<file path="src/rtl/grid_pkg.sv">
// Shared encodings for the battle grid engine: cell states, command opcodes,
// response codes and the command FSM states.
package grid_pkg;

    typedef enum logic [1:0] {
        CellFree = 2'd0,
        CellShip = 2'd1,
        CellMiss = 2'd2,
        CellHit  = 2'd3
    } cell_e;

    typedef enum logic [1:0] {
        OpNop   = 2'd0,
        OpPlace = 2'd1,
        OpShoot = 2'd2,
        OpClear = 2'd3
    } op_e;

    typedef enum logic [2:0] {
        RspOk      = 3'd0,
        RspOob     = 3'd1,
        RspCollide = 3'd2,
        RspBadlen  = 3'd3,
        RspHit     = 3'd4,
        RspMiss    = 3'd5,
        RspAlready = 3'd6
    } rsp_e;

    typedef enum logic [2:0] {
        StIdle,
        StCheck,
        StWrite,
        StShoot,
        StClear,
        StResp
    } state_e;

endpackage

</file>
<file path="src/rtl/grid_pix_map.sv">
// Maps a render pixel coordinate onto a board cell column/row plus an
// in-grid flag. Purely combinational.
module grid_pix_map #(
    parameter int COORD_W    = 10,
    parameter int CELL_SHIFT = 5,
    parameter int ORIGIN_X   = 0,
    parameter int ORIGIN_Y   = 0,
    parameter int GRID_W     = 10,
    parameter int GRID_H     = 10
) (
    input  logic [COORD_W-1:0] pix_x,
    input  logic [COORD_W-1:0] pix_y,
    output logic [3:0]         cx,
    output logic [3:0]         cy,
    output logic               in_grid
);

    logic [COORD_W-1:0] dx, dy, cx_full, cy_full;
    logic               in_x, in_y;

    always_comb begin
        dx      = pix_x - COORD_W'(ORIGIN_X);
        dy      = pix_y - COORD_W'(ORIGIN_Y);
        cx_full = dx >> CELL_SHIFT;
        cy_full = dy >> CELL_SHIFT;
        // Full-width compare so pixels far right/below never alias into the grid.
        in_x    = (pix_x >= COORD_W'(ORIGIN_X)) && (cx_full < COORD_W'(GRID_W));
        in_y    = (pix_y >= COORD_W'(ORIGIN_Y)) && (cy_full < COORD_W'(GRID_H));
        in_grid = in_x && in_y;
        cx      = cx_full[3:0];
        cy      = cy_full[3:0];
    end

endmodule

</file>
<file path="src/rtl/battle_grid_engine.sv">
// Two-board battleship engine: place/shoot/clear commands over valid/ready with
// one response pulse each, plus a registered pixel-to-cell lookup for rendering.
module battle_grid_engine
    import grid_pkg::*;
#(
    parameter int GRID_W     = 10,
    parameter int GRID_H     = 10,
    parameter int COORD_W    = 10,
    parameter int CELL_SHIFT = 5,
    parameter int ORIGIN_X   = 0,
    parameter int ORIGIN_Y   = 0,
    parameter int MAX_SHIP   = 5,
    parameter int CNT_W      = 7
) (
    input  logic               clk_in,
    input  logic               rst_n_in,
    input  logic               cmd_valid,
    output logic               cmd_ready,
    input  logic [1:0]         cmd_op,
    input  logic               cmd_board,
    input  logic [3:0]         cmd_x,
    input  logic [3:0]         cmd_y,
    input  logic               cmd_dir,
    input  logic [2:0]         cmd_len,
    output logic               rsp_valid,
    output logic [2:0]         rsp_code,
    input  logic [COORD_W-1:0] pix_x,
    input  logic [COORD_W-1:0] pix_y,
    input  logic               pix_board,
    output logic [1:0]         pix_status,
    output logic               pix_in_grid,
    output logic [CNT_W-1:0]   ship_cells_p,
    output logic [CNT_W-1:0]   ship_cells_ia,
    output logic [CNT_W-1:0]   hits_p,
    output logic [CNT_W-1:0]   hits_ia,
    output logic               sunk_p,
    output logic               sunk_ia
);

    logic [1:0]       cells [2][GRID_H][GRID_W];
    logic [CNT_W-1:0] ship_cnt [2];
    logic [CNT_W-1:0] hit_cnt  [2];

    state_e     state;
    logic       board_q, dir_q;
    logic [3:0] x_q, y_q, i_q;
    logic [2:0] len_q;

    logic [3:0]     cur_x, cur_y;
    logic [1:0]     cur_cell;
    logic           last_i, len_bad, place_oob, coord_oob;
    logic [CNT_W:0] ship_sum;
    int             end_x, end_y;

    always_comb begin
        cur_x    = dir_q ? x_q : x_q + i_q;
        cur_y    = dir_q ? y_q + i_q : y_q;
        cur_cell = cells[board_q][cur_y][cur_x];
        last_i   = (i_q == ({1'b0, len_q} - 4'd1));
        ship_sum = {1'b0, ship_cnt[board_q]} + {{(CNT_W - 2){1'b0}}, len_q};

        len_bad   = (cmd_len == 3'd0) || (int'(cmd_len) > MAX_SHIP);
        coord_oob = (int'(cmd_x) >= GRID_W) || (int'(cmd_y) >= GRID_H);
        end_x     = int'(cmd_x) + (cmd_dir ? 0 : int'(cmd_len) - 1);
        end_y     = int'(cmd_y) + (cmd_dir ? int'(cmd_len) - 1 : 0);
        place_oob = coord_oob || (end_x >= GRID_W) || (end_y >= GRID_H);
    end

    always_ff @(posedge clk_in or negedge rst_n_in) begin
        if (!rst_n_in) begin
            state     <= StIdle;
            cmd_ready <= 1'b1;
            rsp_valid <= 1'b0;
            rsp_code  <= RspOk;
            board_q   <= 1'b0;
            dir_q     <= 1'b0;
            x_q       <= '0;
            y_q       <= '0;
            i_q       <= '0;
            len_q     <= '0;
            for (int b = 0; b < 2; b++) begin
                ship_cnt[b] <= '0;
                hit_cnt[b]  <= '0;
                for (int r = 0; r < GRID_H; r++) begin
                    for (int c = 0; c < GRID_W; c++) cells[b][r][c] <= CellFree;
                end
            end
        end else begin
            rsp_valid <= 1'b0;
            unique case (state)
                StIdle: begin
                    if (cmd_valid) begin
                        cmd_ready <= 1'b0;
                        board_q   <= cmd_board;
                        dir_q     <= cmd_dir;
                        x_q       <= cmd_x;
                        y_q       <= cmd_y;
                        len_q     <= cmd_len;
                        i_q       <= '0;
                        unique case (op_e'(cmd_op))
                            OpNop: begin
                                state <= StResp; rsp_valid <= 1'b1; rsp_code <= RspOk;
                            end
                            OpPlace: begin
                                if (len_bad) begin
                                    state <= StResp; rsp_valid <= 1'b1; rsp_code <= RspBadlen;
                                end else if (place_oob) begin
                                    state <= StResp; rsp_valid <= 1'b1; rsp_code <= RspOob;
                                end else begin
                                    state <= StCheck;
                                end
                            end
                            OpShoot: begin
                                if (coord_oob) begin
                                    state <= StResp; rsp_valid <= 1'b1; rsp_code <= RspOob;
                                end else begin
                                    state <= StShoot;
                                end
                            end
                            OpClear: state <= StClear;
                        endcase
                    end
                end
                StCheck: begin
                    if (cur_cell != CellFree) begin
                        state <= StResp; rsp_valid <= 1'b1; rsp_code <= RspCollide;
                    end else if (last_i) begin
                        i_q   <= '0;
                        state <= StWrite;
                    end else begin
                        i_q <= i_q + 4'd1;
                    end
                end
                StWrite: begin
                    cells[board_q][cur_y][cur_x] <= CellShip;
                    if (last_i) begin
                        ship_cnt[board_q] <= ship_sum[CNT_W] ? '1 : ship_sum[CNT_W-1:0];
                        state <= StResp; rsp_valid <= 1'b1; rsp_code <= RspOk;
                    end else begin
                        i_q <= i_q + 4'd1;
                    end
                end
                StShoot: begin
                    state     <= StResp;
                    rsp_valid <= 1'b1;
                    if (cur_cell == CellShip) begin
                        cells[board_q][cur_y][cur_x] <= CellHit;
                        if (hit_cnt[board_q] != '1) hit_cnt[board_q] <= hit_cnt[board_q] + 1'b1;
                        rsp_code <= RspHit;
                    end else if (cur_cell == CellFree) begin
                        cells[board_q][cur_y][cur_x] <= CellMiss;
                        rsp_code <= RspMiss;
                    end else begin
                        rsp_code <= RspAlready;
                    end
                end
                StClear: begin
                    for (int c = 0; c < GRID_W; c++) cells[board_q][i_q][c] <= CellFree;
                    if (i_q == 4'(GRID_H - 1)) begin
                        ship_cnt[board_q] <= '0;
                        hit_cnt[board_q]  <= '0;
                        state <= StResp; rsp_valid <= 1'b1; rsp_code <= RspOk;
                    end else begin
                        i_q <= i_q + 4'd1;
                    end
                end
                StResp: begin
                    state     <= StIdle;
                    cmd_ready <= 1'b1;
                end
                default: state <= StIdle;
            endcase
        end
    end

    logic [3:0] pcx, pcy;
    logic       pin;

    grid_pix_map #(
        .COORD_W    (COORD_W),
        .CELL_SHIFT (CELL_SHIFT),
        .ORIGIN_X   (ORIGIN_X),
        .ORIGIN_Y   (ORIGIN_Y),
        .GRID_W     (GRID_W),
        .GRID_H     (GRID_H)
    ) u_pix_map (
        .pix_x   (pix_x),
        .pix_y   (pix_y),
        .cx      (pcx),
        .cy      (pcy),
        .in_grid (pin)
    );

    always_ff @(posedge clk_in or negedge rst_n_in) begin
        if (!rst_n_in) begin
            pix_status  <= CellFree;
            pix_in_grid <= 1'b0;
        end else begin
            pix_in_grid <= pin;
            pix_status  <= pin ? cells[pix_board][pcy][pcx] : CellFree;
        end
    end

    assign ship_cells_p  = ship_cnt[0];
    assign ship_cells_ia = ship_cnt[1];
    assign hits_p        = hit_cnt[0];
    assign hits_ia       = hit_cnt[1];
    assign sunk_p        = (ship_cnt[0] != '0) && (hit_cnt[0] == ship_cnt[0]);
    assign sunk_ia       = (ship_cnt[1] != '0) && (hit_cnt[1] == ship_cnt[1]);

endmodule

</file>
<file path="config.mk">
export PLATFORM = sky130hd
export DESIGN_NAME = battle_grid_engine
export DESIGN_NICKNAME = d
export VERILOG_FILES = /design/src/rtl/grid_pkg.sv /design/src/rtl/grid_pix_map.sv /design/src/rtl/battle_grid_engine.sv
export SDC_FILE = /design/constraint.sdc
export NUM_CORES = 2
export LEC_CHECK = 0
export CAP_MARGIN = 20
export CORE_MARGIN = 3
export CORE_UTILIZATION = 25
export CTS_CLUSTER_DIAMETER = 100
export DETAILED_ROUTE_END_ITERATION = 7
export GPL_ROUTABILITY_DRIVEN = 0
export PLACE_DENSITY_LB_ADDON = 0.3
export SKIP_CTS_REPAIR_TIMING = 1
export SLEW_MARGIN = 10
export SYNTH_ARGS = -nofsm -noshare
export SYNTH_HDL_FRONTEND = slang
export SYNTH_SLANG_ARGS = --single-unit
export TNS_END_PERCENT = 50
</file>
<file path="constraint.sdc">
create_clock -name clk_in -period 4.8 [get_ports clk_in]
set_clock_uncertainty 0.15 [all_clocks]
set_input_delay 0.48 -clock clk_in [delete_from_list [all_inputs] [get_ports clk_in]]
set_output_delay 0.48 -clock clk_in [all_outputs]
set_load 0.02 [all_outputs]
</file>
== Word-level counts from Yosys, hierarchy flattened ==
Index checks and enable logic that the tools add are counted.
Word-level totals
  register bits: 456
  input bits: 39
  output and inout bits: 38
  word-level logic and storage cells: 472
Cells by class
  add/subtract/negate cells: 9
  order comparisons: 20
  equal/unequal tests: 28
  multiplexer cells: 128
  bitwise gates (word level): 37
  reduce and logical (&&, ||, !) cells: 34
Operator list (number)
  $and A400 B400 Y400: 10
  $not A400 Y400: 10
  $mux W200: 17
  $demux W200 S1: 11
  $pmux W400 S3: 1
  $demux W20 S4: 11
  $mux W400: 2
  $and A200 B200 Y200: 2
  $not A200 Y200: 2
  $or A200 B200 Y200: 2
  $or A400 B400 Y400: 1
  $bmux W20 S4: 2
  $mux W20: 6
  $mux W14: 6
  $add A5 B32 Y32: 2
  $ge A32 B5 Y1 const B: 2
  $mux W32: 2
  $mux W7: 8
  $pmux W14 S2: 2
  $mux W3: 15
  $mux W4: 8
  $pmux W3 S5: 2
  $and A14 B14 Y14: 2
  $bwmux W14: 2
  other kinds (60): 128

== Longest topological paths before layout ==
  depth after elaboration: 19
  depth in mapped cells: 20
  depth with buffers taken out: 20

== By module ==
A second synthesis with hierarchy kept.
Unflattened totals
  cells, all modules: 2911
  area total of the unflattened synthesis: 28926.5 um^2
Modules (own cells, without submodules)
  battle_grid_engine: times used 1, cells each 2899, area an instance 28846.4 um^2, sequential area each 11412.2 um^2
  grid_pix_map: times used 1, cells each 12, area an instance 80.1 um^2, sequential area each 0.0 um^2

== Worst setup path before layout ==
No wires, ideal clock.
  kind: input -> register
  from: input cmd_len[1]
  to: register rsp_code[1]
  library setup time: 0.125 ns
  data arrival time: 4.381 ns
  data required time: 4.525 ns
  path slack: 0.144 ns
  stages on the path: 14
  cells stage by stage: nor4_1 ha_1 a21oi_1 o21ai_0 ha_1 nand2_1 nor4_1 nand4b_1 a21oi_1 a21oi_1 nor3b_1 a31oi_1 o31ai_2 mux2_2
Between the ends
  longest elaborated chain between the ends: 8
Ends and longest elaborated chain
  start: declaration: RTL line battle_grid_engine.sv:24  | input logic [2:0] cmd_len,
  $sub A3 B1 Y4: RTL line battle_grid_engine.sv:64, battle_grid_engine.sv:65
  $mux W32: RTL line battle_grid_engine.sv:64  | end_x = int'(cmd_x) + (cmd_dir ? 0 : int'(cmd_len) - 1);
  $add A5 B32 Y32: RTL line battle_grid_engine.sv:64
  $ge A32 B5 Y1: RTL line battle_grid_engine.sv:66  | place_oob = coord_oob || (end_x >= GRID_W) || (end_y >= GRID_H);
  $logic_or A1 B1 Y1 (2 in series): RTL line battle_grid_engine.sv:66
  $ne A4 B4 Y1 (no line)
  $reduce_and A8 Y1 (no line)
  end signal: assignment: RTL line battle_grid_engine.sv:74  | rsp_code <= RspOk;
  end signal: assignment: RTL line battle_grid_engine.sv:149  | rsp_code <= RspHit;
  end signal: assignment: RTL line battle_grid_engine.sv:152  | rsp_code <= RspMiss;
  end: declaration: RTL line battle_grid_engine.sv:26  | output logic [2:0] rsp_code,
Parallel ways exist; a longest one is shown, timed or not. The select of a mux whose other input is x is not followed.
A chain may end at the register's enable or synchronous reset.

== Worst setup path in the final report ==
  from: register i_q[0]
  to: register hit_cnt, in the netlist hits_ia[5]
Between the ends
  longest elaborated chain between the ends: 12
Ends and longest elaborated chain
  start: declaration: RTL line battle_grid_engine.sv:46  | logic [3:0] x_q, y_q, i_q;
  start signal: assignment: RTL line battle_grid_engine.sv:131  | i_q <= i_q + 4'd1;
  start signal: assignment: RTL line battle_grid_engine.sv:140  | i_q <= i_q + 4'd1;
  start signal: assignment: RTL line battle_grid_engine.sv:164  | i_q <= i_q + 4'd1;
  $add A4 B4 Y4: RTL line battle_grid_engine.sv:57  | cur_y = dir_q ? y_q + i_q : y_q;
  $mux W4: RTL line battle_grid_engine.sv:57
  $not A4 Y5 (not written as such): RTL line battle_grid_engine.sv:58  | cur_cell = cells[board_q][cur_y][cur_x];
  $bmux W20 S4: RTL line battle_grid_engine.sv:58
  $mux W20 (not written as such) (2 in series): RTL line battle_grid_engine.sv:58
  $bmux W2 S4: RTL line battle_grid_engine.sv:58
  $mux W2 (not written as such) (2 in series): RTL line battle_grid_engine.sv:58
  $eq A2 B1 Y1: RTL line battle_grid_engine.sv:146  | if (cur_cell == CellShip) begin
  $ne A2 B2 Y1 (no line)
  $reduce_and A4 Y1 (no line) *
  end signal: indexed assignment: RTL line battle_grid_engine.sv:83  | hit_cnt[b] <= '0;
  end signal: indexed assignment: RTL line battle_grid_engine.sv:161  | hit_cnt[board_q] <= '0;
  end: declaration: RTL line battle_grid_engine.sv:42  | logic [CNT_W-1:0] hit_cnt [2];
Every way passes the cells marked *; elsewhere a longest branch is shown, timed or not. The select of a mux whose other input is x is not followed.

==> run_results.csv <==
group,metric,value,unit
grt,gr-total-overflow,0,
setup_path,rr_startpoint,"i_q[0]$_DFFE_PN0P_",
yosys,synth_area,0.0300,sq mm
setup_path,r2r.worst_path.cells,16,
clock_network,clk_pin_slew_worst_paths,0.06,ns
setup_path,crit_arrival,5.14,ns
floorplan,core_region_area,0.119,sq mm
yosys,synthTopCellsByArea,"dfrtp_1 (38%), mux4_2 (9.0%), mux2i_1 (6.8%)",
grt,antenna_found_initial,8,
grt,grt_pass1_wl,195,mm
clock_network,cts_buffer_depth,3,
floorplan,rows,126,
grt,first_global_vias,27500,
floorplan,die_area,0.124,sq mm
sta,relSlewSlack,25.0,%
clock_network,clk_latency,0.65,ns
sta,tns,0,ns
yosys,syn-instance-count,3099,
yosys,syn_nets,3196,
setup_path,cp_top_family,"compound AO/OA/AOI/OAI gates",
clock_network,cts_tree,"yes",
clock_network,cts.sink_count,456,
grt,grt_max_degree,103,
sta,holdWs,0.285,ns
min_path,worstHoldPathCells,3,
yosys,synth_ff_type,"dfrtp_1",
yosys,yosysMostFrequentCell,"dfrtp_1",
routing,first_iter_violations,3521,
routing,wl_per_cell,27.4,um
setup_path,critPathKind,"reg2reg",
routing,drtAntennaViolNets,0,
yosys,yosysSeqAreaShare,38.0,%
setup_path,cp_max_fo,12,
setup_path,cp-start-kind,"register",
setup_path,cp_cell_sequence,"ha_1, inv_1, fa_1, buf_4, nand3b_4, a21oi_1, a2111oi_0, o22ai_1, nor4_1, buf_4, o211ai_1, o221ai_4, buf_4, o21ai_4, nand3_1, mux2_2",
routing,drtPass1Iterations,5,
floorplan,die_y,353,um
cells_and_area,syn_to_final_growth,19.9,%
grt,top_usage_layer,"met2",
yosys,synth_top_area_share,37.9,%
min_path,hp-class,"in2reg",
cells_and_area,nNetsFinal,3315,
setup_path,r2r_setup_slack,0.03,ns
sta,finalMaxSlewViolations,0,
cells_and_area,utilization,30.4,%
floorplan,pin_count,77,
sta,finalSetupViolations,0,
flow_run,drv_cap,0,
grt,track_usage,20.7,%
yosys,synth_edf_count,0,
status,status,"complete, no violations",
clock_network,cts-root-buf,"clkbuf_16",
routing,wl,133,mm
pwr,leakagePower,14.3,nW
setup_path,max_stage_delay,0.94,ns
setup_path,required,5.17,ns
routing,vias,28300,
setup_path,r2r_end,"hits_ia[5]$_DFFE_PN0P_",
sta,layout_min_cycle_time,4.77,ns
grt,gr-usage-met2,30.9,%
setup_path,worst-path-buf-inv,4,
grt,gr-usage-met3,4.56,%
pwr,p_total,21.1,mW
placement,port_buffers,66,
setup_path,crit_slowest_cell,"a2111oi_0",
pwr,ir_drop,423,uV
floorplan,initial_core_util,25.3,%
routing,viasPerCell,5.81,
floorplan,die_w,353,um
setup_path,critPathCaptureType,"register",
yosys,ys_types,99,
yosys,ys_ff_latch,456,
min_path,min_to,"board_q$_DFFE_PN0P_",
sta,setup_ws,0.0294,ns
placement,dp_slack,-0.0142,ns
min_path,min-delay-start,"cmd_board",
grt,grt_use_met1,28.8,%
yosys,yosysWarnings,0,
sta,hold_viol,0,
yosys,ys_async_sr_fraction,100,%
setup_path,cp_common_cell,"buf_4",
clock_network,cts_buffers,56,
clock_network,cts_max_level,2,
placement,dp_hpwl,93.7,mm
pwr,powerDensity,586,mW/mm^2
yosys,synthTopCellsByCount,"dfrtp_1 (455), o21ai_0 (393), nand2_1 (352), mux2i_1 (203), o2bb2ai_1 (184)",
yosys,yosys.area.top_type,"dfrtp_1",
yosys,syn_area_per_cell,9.69,sq um
cells_and_area,drive_gt1_share,18.0,%
sta,worstMarginPinSlew,1.10,ns
sta,post-route-period-util,99.4,%
sta,fmax,0.210,GHz
routing,route.detailed.drc,0,
==> worst reg2reg max path, stage by stage (launching register included) <==
cell and delay [ns]:
dfrtp_1 0.36, ha_1 0.19, inv_1 0.06, fa_1 0.50, buf_4 0.18, nand3b_4 0.33, a21oi_1 0.12, a2111oi_0 0.94
o22ai_1 0.19, nor4_1 0.24, buf_4 0.19, o211ai_1 0.15, o221ai_4 0.19, buf_4 0.20, o21ai_4 0.07, nand3_1 0.25
mux2_2 0.36
==> logic make-up (layout without fill, tap and decap cells) <==
logic type      after synthesis  in the layout  synth area share (%)
simple gates                732            732                  11.1
compound gates             1149           1149                  25.1
flops                       456            456                  38.0
buf+inv                     306            470                  4.93
other cells                   0              2                     0
fa+ha+maj                    58             58                  2.54
mux                         371            371                  17.6
xor+xnor                     27             27                 0.788
==> metal layers <==
metal  share of wire [%]  vias to the layer above
met5               0.041                        -
li1                    -                    12000
met2                  43                     1558
met1                  42                    14300
met3                 9.9                      363
met4                 4.9                        8
==> how the worst max path moves through the flow <==
stage / start / to / depth (start not counted)
6_report: i_q[0]$_DFFE_PN0P_ / hits_ia[5]$_DFFE_PN0P_ / 16
5_1_grt: y_q[0]$_DFFE_PN0P_ / cells[354]$_DFFE_PN0P_ / 18
4_1_cts: i_q[0]$_DFFE_PN0P_ / hits_ia[0]$_DFFE_PN0P_ / 18
3_5_place_dp: i_q[0]$_DFFE_PN0P_ / hits_ia[0]$_DFFE_PN0P_ / 18
3_3_place_gp: cmd_len[0] / rsp_code[1]$_DFFE_PN0P_ / 18
2_1_floorplan: cmd_len[1] / rsp_code[1]$_DFFE_PN0P_ / 14
==> stage by stage <==
stage                     cell area [sq um]  std cells
final                                 36000       4865
after global routing                  36000       4863
after CTS                             35900       4859
after detailed placement              34000       4756
after global placement                34000       4755
after floorplan                       30000       3099
==> where the power goes <==
part	total, mW	leakage (nW)	switching (mW)	internal [mW]
sequential	4.34	6.28	0.293	4.04
combinational	12.3	7.09	8.51	3.77
clock	4.48	0.930	1.88	2.60
==> cell usage in the layout, fill, tap and decap left out, types with 62 or more instances in the layout <==
cell type	instances
a21oi_1	167
dfrtp_1	454
nor2_1	153
mux2i_1	203
nand3_1	65
mux4_2	120
o21ai_0	392
clkdlybuf4s50_1	62
o2bb2ai_1	184
o31ai_1	69
buf_4	212
nand2_1	351
==> layout make-up <==
class	count	area (sq um)
Inverter	39	146
Clock buffer	82	1660
Antenna cell	2	5.00
Fill cell	12400	82600
Tap cell	1600	2000
Timing Repair Buffer	328	3240
Sequential cell	456	11400
Multi-Input combinational cell	2337	17300
Clock inverter	21	224
==> registers in the layout, summed over array words and instances (netlist names) <==
name	flops
x_q	4
cells	400
ship_cells_ia	7
i_q	4
cmd_ready	1
hits_ia	7
board_q	1
dir_q	1
state	3
pix_in_grid	1
len_q	3
y_q	4
ship_cells_p	7
hits_p	7
rsp_code	3
rsp_valid	1
pix_status	2
(Power assumes the default switching activity.)
